==> src/rtl/hist_calc_pipe.sv <==
// Frame histogram engine: erases the bin RAM, then accumulates one frame of pixels
// through a 3-stage read-modify-write pipeline with in-flight forwarding.
module hist_calc_pipe #(
    parameter int PIX_W = 14,
    parameter int BIN_W = 14,
    parameter int CNT_W = 18
) (
    input  logic             clk,
    input  logic             srst,
    input  logic             hist_upd,
    output logic             hist_rdy,
    input  logic [15:0]      s_axis_tdata,
    input  logic             s_axis_tvalid,
    output logic             s_axis_tready,
    input  logic             s_axis_tlast,
    input  logic             s_axis_tuser,
    output logic [BIN_W-1:0] ram_raddr,
    input  logic [CNT_W-1:0] ram_dout,
    output logic             ram_we,
    output logic [BIN_W-1:0] ram_waddr,
    output logic [CNT_W-1:0] ram_din,
    output logic [31:0]      pix_cnt,
    output logic             sat_flag
);

    typedef enum logic [2:0] {IDLE, ERASE, WAIT_SOF, ACCUM, FLUSH} state_t;

    localparam logic [CNT_W-1:0] CNT_MAX = '1;

    state_t           state;
    logic [BIN_W-1:0] erase_addr;

    // Stage 1 bin lives in ram_raddr; stage 3 lives in ram_waddr/ram_din.
    logic             s1_valid;
    logic             s2_valid;
    logic [BIN_W-1:0] s2_bin;
    logic             s3_valid;
    logic             s4_valid;
    logic [BIN_W-1:0] s4_bin;
    logic [CNT_W-1:0] s4_new;

    logic             sof;
    logic             good;
    logic             bin_it;
    logic [BIN_W-1:0] pix_bin;
    logic [CNT_W-1:0] base;
    logic [CNT_W-1:0] new_cnt;
    logic             at_max;
    logic             unused_inputs;

    assign s_axis_tready = 1'b1;
    assign unused_inputs = ^{s_axis_tlast, s_axis_tdata};

    always_comb begin
        sof     = s_axis_tvalid & s_axis_tuser;
        good    = s_axis_tvalid & s_axis_tdata[15];
        pix_bin = s_axis_tdata[PIX_W-1 -: BIN_W];
        bin_it  = 1'b0;
        case (state)
            WAIT_SOF: bin_it = sof & good;
            ACCUM:    bin_it = good & ~sof;
            default:  bin_it = 1'b0;
        endcase

        // Stage 4 holds the write that coincided with our RAM read, which returned stale data.
        if (s3_valid && (ram_waddr == s2_bin))
            base = ram_din;
        else if (s4_valid && (s4_bin == s2_bin))
            base = s4_new;
        else
            base = ram_dout;

        at_max  = (base == CNT_MAX);
        new_cnt = at_max ? base : base + 1'b1;
    end

    always_ff @(posedge clk) begin
        if (srst) begin
            state      <= IDLE;
            hist_rdy   <= 1'b1;
            ram_we     <= 1'b0;
            ram_raddr  <= '0;
            ram_waddr  <= '0;
            ram_din    <= '0;
            pix_cnt    <= '0;
            sat_flag   <= 1'b0;
            erase_addr <= '0;
            s1_valid   <= 1'b0;
            s2_valid   <= 1'b0;
            s2_bin     <= '0;
            s3_valid   <= 1'b0;
            s4_valid   <= 1'b0;
            s4_bin     <= '0;
            s4_new     <= '0;
        end else begin
            s1_valid <= bin_it;
            if (bin_it)
                ram_raddr <= pix_bin;
            s2_valid <= s1_valid;
            s2_bin   <= ram_raddr;
            s3_valid <= s2_valid;
            s4_valid <= s3_valid;
            s4_bin   <= ram_waddr;
            s4_new   <= ram_din;

            ram_we <= s2_valid;
            if (s2_valid) begin
                ram_waddr <= s2_bin;
                ram_din   <= new_cnt;
                if (at_max)
                    sat_flag <= 1'b1;
            end

            if (bin_it && (pix_cnt != '1))
                pix_cnt <= pix_cnt + 32'd1;

            case (state)
                IDLE: begin
                    if (hist_upd) begin
                        hist_rdy   <= 1'b0;
                        pix_cnt    <= '0;
                        sat_flag   <= 1'b0;
                        erase_addr <= '0;
                        state      <= ERASE;
                    end
                end
                ERASE: begin
                    ram_we     <= 1'b1;
                    ram_waddr  <= erase_addr;
                    ram_din    <= '0;
                    erase_addr <= erase_addr + 1'b1;
                    if (erase_addr == '1)
                        state <= WAIT_SOF;
                end
                WAIT_SOF: begin
                    if (sof)
                        state <= ACCUM;
                end
                ACCUM: begin
                    if (sof)
                        state <= FLUSH;
                end
                FLUSH: begin
                    if (!s1_valid && !s2_valid && !s3_valid) begin
                        hist_rdy <= 1'b1;
                        state    <= IDLE;
                    end
                end
                default: state <= IDLE;
            endcase
        end
    end

endmodule

==> config.mk <==
export PLATFORM = sky130hd
export DESIGN_NAME = hist_calc_pipe
export DESIGN_NICKNAME = d
export VERILOG_FILES = /design/src/rtl/hist_calc_pipe.sv
export SDC_FILE = /design/constraint.sdc
export NUM_CORES = 1
export LEC_CHECK = 0
export BUFFER_PORTS_ARGS = -buffer_cell sky130_fd_sc_hd__buf_2
export CAP_MARGIN = 10
export CORE_UTILIZATION = 56
export CTS_CLUSTER_DIAMETER = 80
export DETAILED_ROUTE_END_ITERATION = 8
export PLACE_DENSITY = 0.84
export SLEW_MARGIN = 20
export SYNTH_ARGS = -nofsm -noshare
export SYNTH_HDL_FRONTEND = slang
export SYNTH_SLANG_ARGS = --single-unit
==> constraint.sdc <==
create_clock -name clk -period 3.3 [get_ports clk]
set_input_delay 0.165 -clock clk [delete_from_list [all_inputs] [get_ports clk]]
set_output_delay 0.165 -clock clk [all_outputs]
set_load 0.01 [all_outputs]
==> qor.yml <==
drt:
  wirelength_mm: 17.6
  wl_per_cell_um: 16.2
  drtAntennaViolNets: 0
  viasPerCell: 5.73
  vias: 6215
  drtIter0Drc: 468
  drt_first_pass_iters: 5
  drc: 0
power_and_ir_drop:
  total_power_w: 0.00520
  irDropWorstVdd_uv: 363
  power_leakage_nw: 3.38
  power_density_nw_per_um2: 611
synthesis:
  synth_fa_ha_area_share_pct: 0.726
  syn_nets: 840
  synthXorXnorAreaFrac_pct: 8.00
  synthMuxAreaShare_pct: 6.68
  synth_top_family_by_area: "simple AND/OR/NAND/NOR gates"
  synth_warnings: 0
  yosys.area_share.simple_pct: 24.8
  synth-compound-area-share_pct: 13.5
  netlist_area_um2: 6900
  ys_ff_latch: 148
  synthCells: 796
  async_flop_share_pct: 0
  synth_edf_count: 0
  syn_area_per_cell_um2: 8.66
  ys_types: 58
  synth.yosys.seq_area_share_pct: 43.0
  synth_flop_cell: "dfxtp_1"
sta:
  finalMaxSlewViolations: 0
  hold_viol: 0
  setup_viol: 0
  fin_crit_sh_pct: 96.3
  worst_pin_slew_ns: 0.651
  period_minus_slack_ns: 3.18
  fmax_ghz: 0.315
  slew_headroom_pct: 56.6
  fin_skew_ns: 0.00824
placed_design:
  place.gp.congestion: 0.875
  place_hpwl_mm: 11.8
  dp_cells: 1038
  port-buffer-count: 118
floorplanning:
  dieArea_um2: 12800
  core_um2: 12000
  initial_core_util_pct: 57.4
  rows: 40
  io_pins: 122
  die_x_um: 113
  die_h_um: 113
clock_tree:
  clock_sinks: 148
  cts_tree: "yes"
  cts_buffer_depth: 2
  cts_buffers: 17
  path_clk_slew_ns: 0.06
  cts-htree-levels: 4
  clock_latency_ns: 0.42
  clockRootBuffer: "clkbuf_16"
global_route:
  grt_overflow: 0
  grt_pass1_vias: 5992
  grt_max_degree: 71
  grtUsageTotal_pct: 27.8
  antenna_found_initial: 0
  grt_pass1_wl_mm: 28.3
setup_path:
  cp_data_arrival_time_ns: 3.55
  critPathSlowestCell: "or4_4"
  startpoint_type: "flop"
  cp.required_ns: 3.67
  worst-setup-path-type: "flop to flop"
  endpoint_kind: "flop"
  path_cells: "xnor2_1 > nand4_1 > or4_4 > a21oi_1 > ha_1 > o21ai_0 > a21oi_4 > nand4_1 > or4_1 > a31oi_1 > a31o_1"
  cp_common_cell: "nand4_1"
  crit_fanout: 6
  cp_slowest_stage_delay_ns: 0.54
finish:
  syn_to_final_growth_pct: 23.5
  diodes: 0
  drive_above_1_share_pct: 22.4
  fin_cells: 1085
  fin_nets: 969
worst_hold_path:
  hold_class: "input port to flop"
flow_run:
  cap_violations: 0
outcome:
  run_status: "finished clean"
[through the flow]
step                setup slack (ns)  area (um^2)  hold slack [ns]  utilization [%]  setup TNS [ns]
floorplan                      0.194         6900            0.301                -               0
global placement               0.198         7650            0.406             63.7               0
detailed placement             0.131         7650            0.412             63.7               0
CTS                           0.0925         8430           0.0967             70.2               0
global route                 -0.0151         8520            0.163             70.9         -0.0223
finish                         0.121         8520            0.105             70.9               0
[routing by layer]
metal | vias up | wire length, um | track usage [%]
li1 | 3026 | - | -
met1 | 2935 | 7600 | 33.8
met2 | 205 | 8530 | 46.9
met3 | 49 | 851 | 6.27
met4 | 0 | 589 | 12.9
met5 | - | 0 | 0
[critical path, delay by kind of cell (launching register included)]
family	cells	cell delay, ns
AO/OA/AOI/OAI	5	0.90
XOR/XNOR	1	0.18
adder cells (fa/ha/maj)	1	0.21
flip-flops	1	0.44
AND/OR/NAND/NOR	4	1.39
[kinds of logic after synthesis]
family                     count (synthesis)
and+or+nand+nor                          333
AOI/OAI and AO/OA                        151
DFF                                      148
xor gates and xnor gates                  63
buffers and inverters                     51
muxes                                     45
adders and majority gates                  4
other                                      1
[timing repair]
action                     in CTS  in global routing
resized for setup               0                 15
hold buffers                   14                  0
hold endpoints to repair       14                  0
setup endpoints to repair       0                 13
buffers inserted                0                  1
[registers in the layout, summed over array words and instances, names as in the netlist, 3 cells and up]
signal / cells
pix_cnt: 32
ram_din: 18
s4_new: 18
erase_addr: 14
ram_raddr: 14
ram_waddr: 14
s2_bin: 14
s4_bin: 14
state: 3
[layout by cell type (no fill, tap or decap), types with 6 or more instances in the layout]
cell             n
xnor2_1         39
a21oi_1         59
dfxtp_1        144
nand4_1         17
nor2b_1         51
dlygate4sd3_1   14
inv_1            6
nand2_1         72
nor2_1          84
o211ai_1         7
or3_1            7
clkbuf_16       17
nor3_1           6
and3_1          18
a211oi_1        19
xnor2_2          8
mux2i_1         37
nand2b_1         7
buf_4           22
nand3_1         29
o21ai_0         40
nand3b_1         7
buf_2          118
xor2_1          16
mux2_2           8
[power by group]
part           internal (W)  leakage, nW  switching, W  total (W)
sequential          0.00192         1.20      0.000142    0.00206
combinational      0.000433         1.87      0.000657    0.00109
clock               0.00130        0.309      0.000750    0.00205
[path summary, 6_finish.rpt]
check / from / endpoint / slack, ns / depth (start not counted)
max reg2reg: s2_bin[2] / ram_din[12] / 0.12 / 11
min reg2reg: sat_flag / sat_flag / 0.46 / 2
max: s2_bin[2] / ram_din[12] / 0.12 / 11
min: hist_upd / hist_rdy / 0.11 / 4
[synth_stat cells (all sizes together) (3+ instances only)]
cell type | instances | share of area (%)
ha | 4 | 0.73
and2 | 5 | 0.45
mux2 | 8 | 1.3
buf | 11 | 1.1
clkbuf | 34 | 1.9
nor4 | 6 | 0.76
inv | 6 | 0.33
or3 | 7 | 0.63
mux2i | 37 | 5.4
o211ai | 7 | 0.76
xnor2 | 47 | 6.0
a211oi | 19 | 2.1
nand3 | 29 | 2.1
nand2 | 72 | 3.9
nand4 | 17 | 1.5
nor2b | 51 | 4.6
a31oi | 5 | 0.54
a21o | 3 | 0.33
xor2 | 16 | 2.0
nand2b | 7 | 0.63
or4 | 5 | 0.54
o21ai | 42 | 3.1
nor2 | 84 | 4.6
or2 | 5 | 0.45
and4 | 5 | 0.63
nor3 | 7 | 0.51
a21oi | 60 | 4.5
and3 | 19 | 1.7
dfxtp | 148 | 43
nand3b | 7 | 0.76
[cell type report]
cell class                      instances  area [um^2]
Clock buffer                           19          453
Timing Repair Buffer                  155          916
Multi-Input combinational cell        597         3790
Clock inverter                         13          181
Inverter                                6         22.5
Tap cell                              147          184
Sequential cell                       148         2970
Fill cell                             886         3500
(Power assumes the default switching activity.)
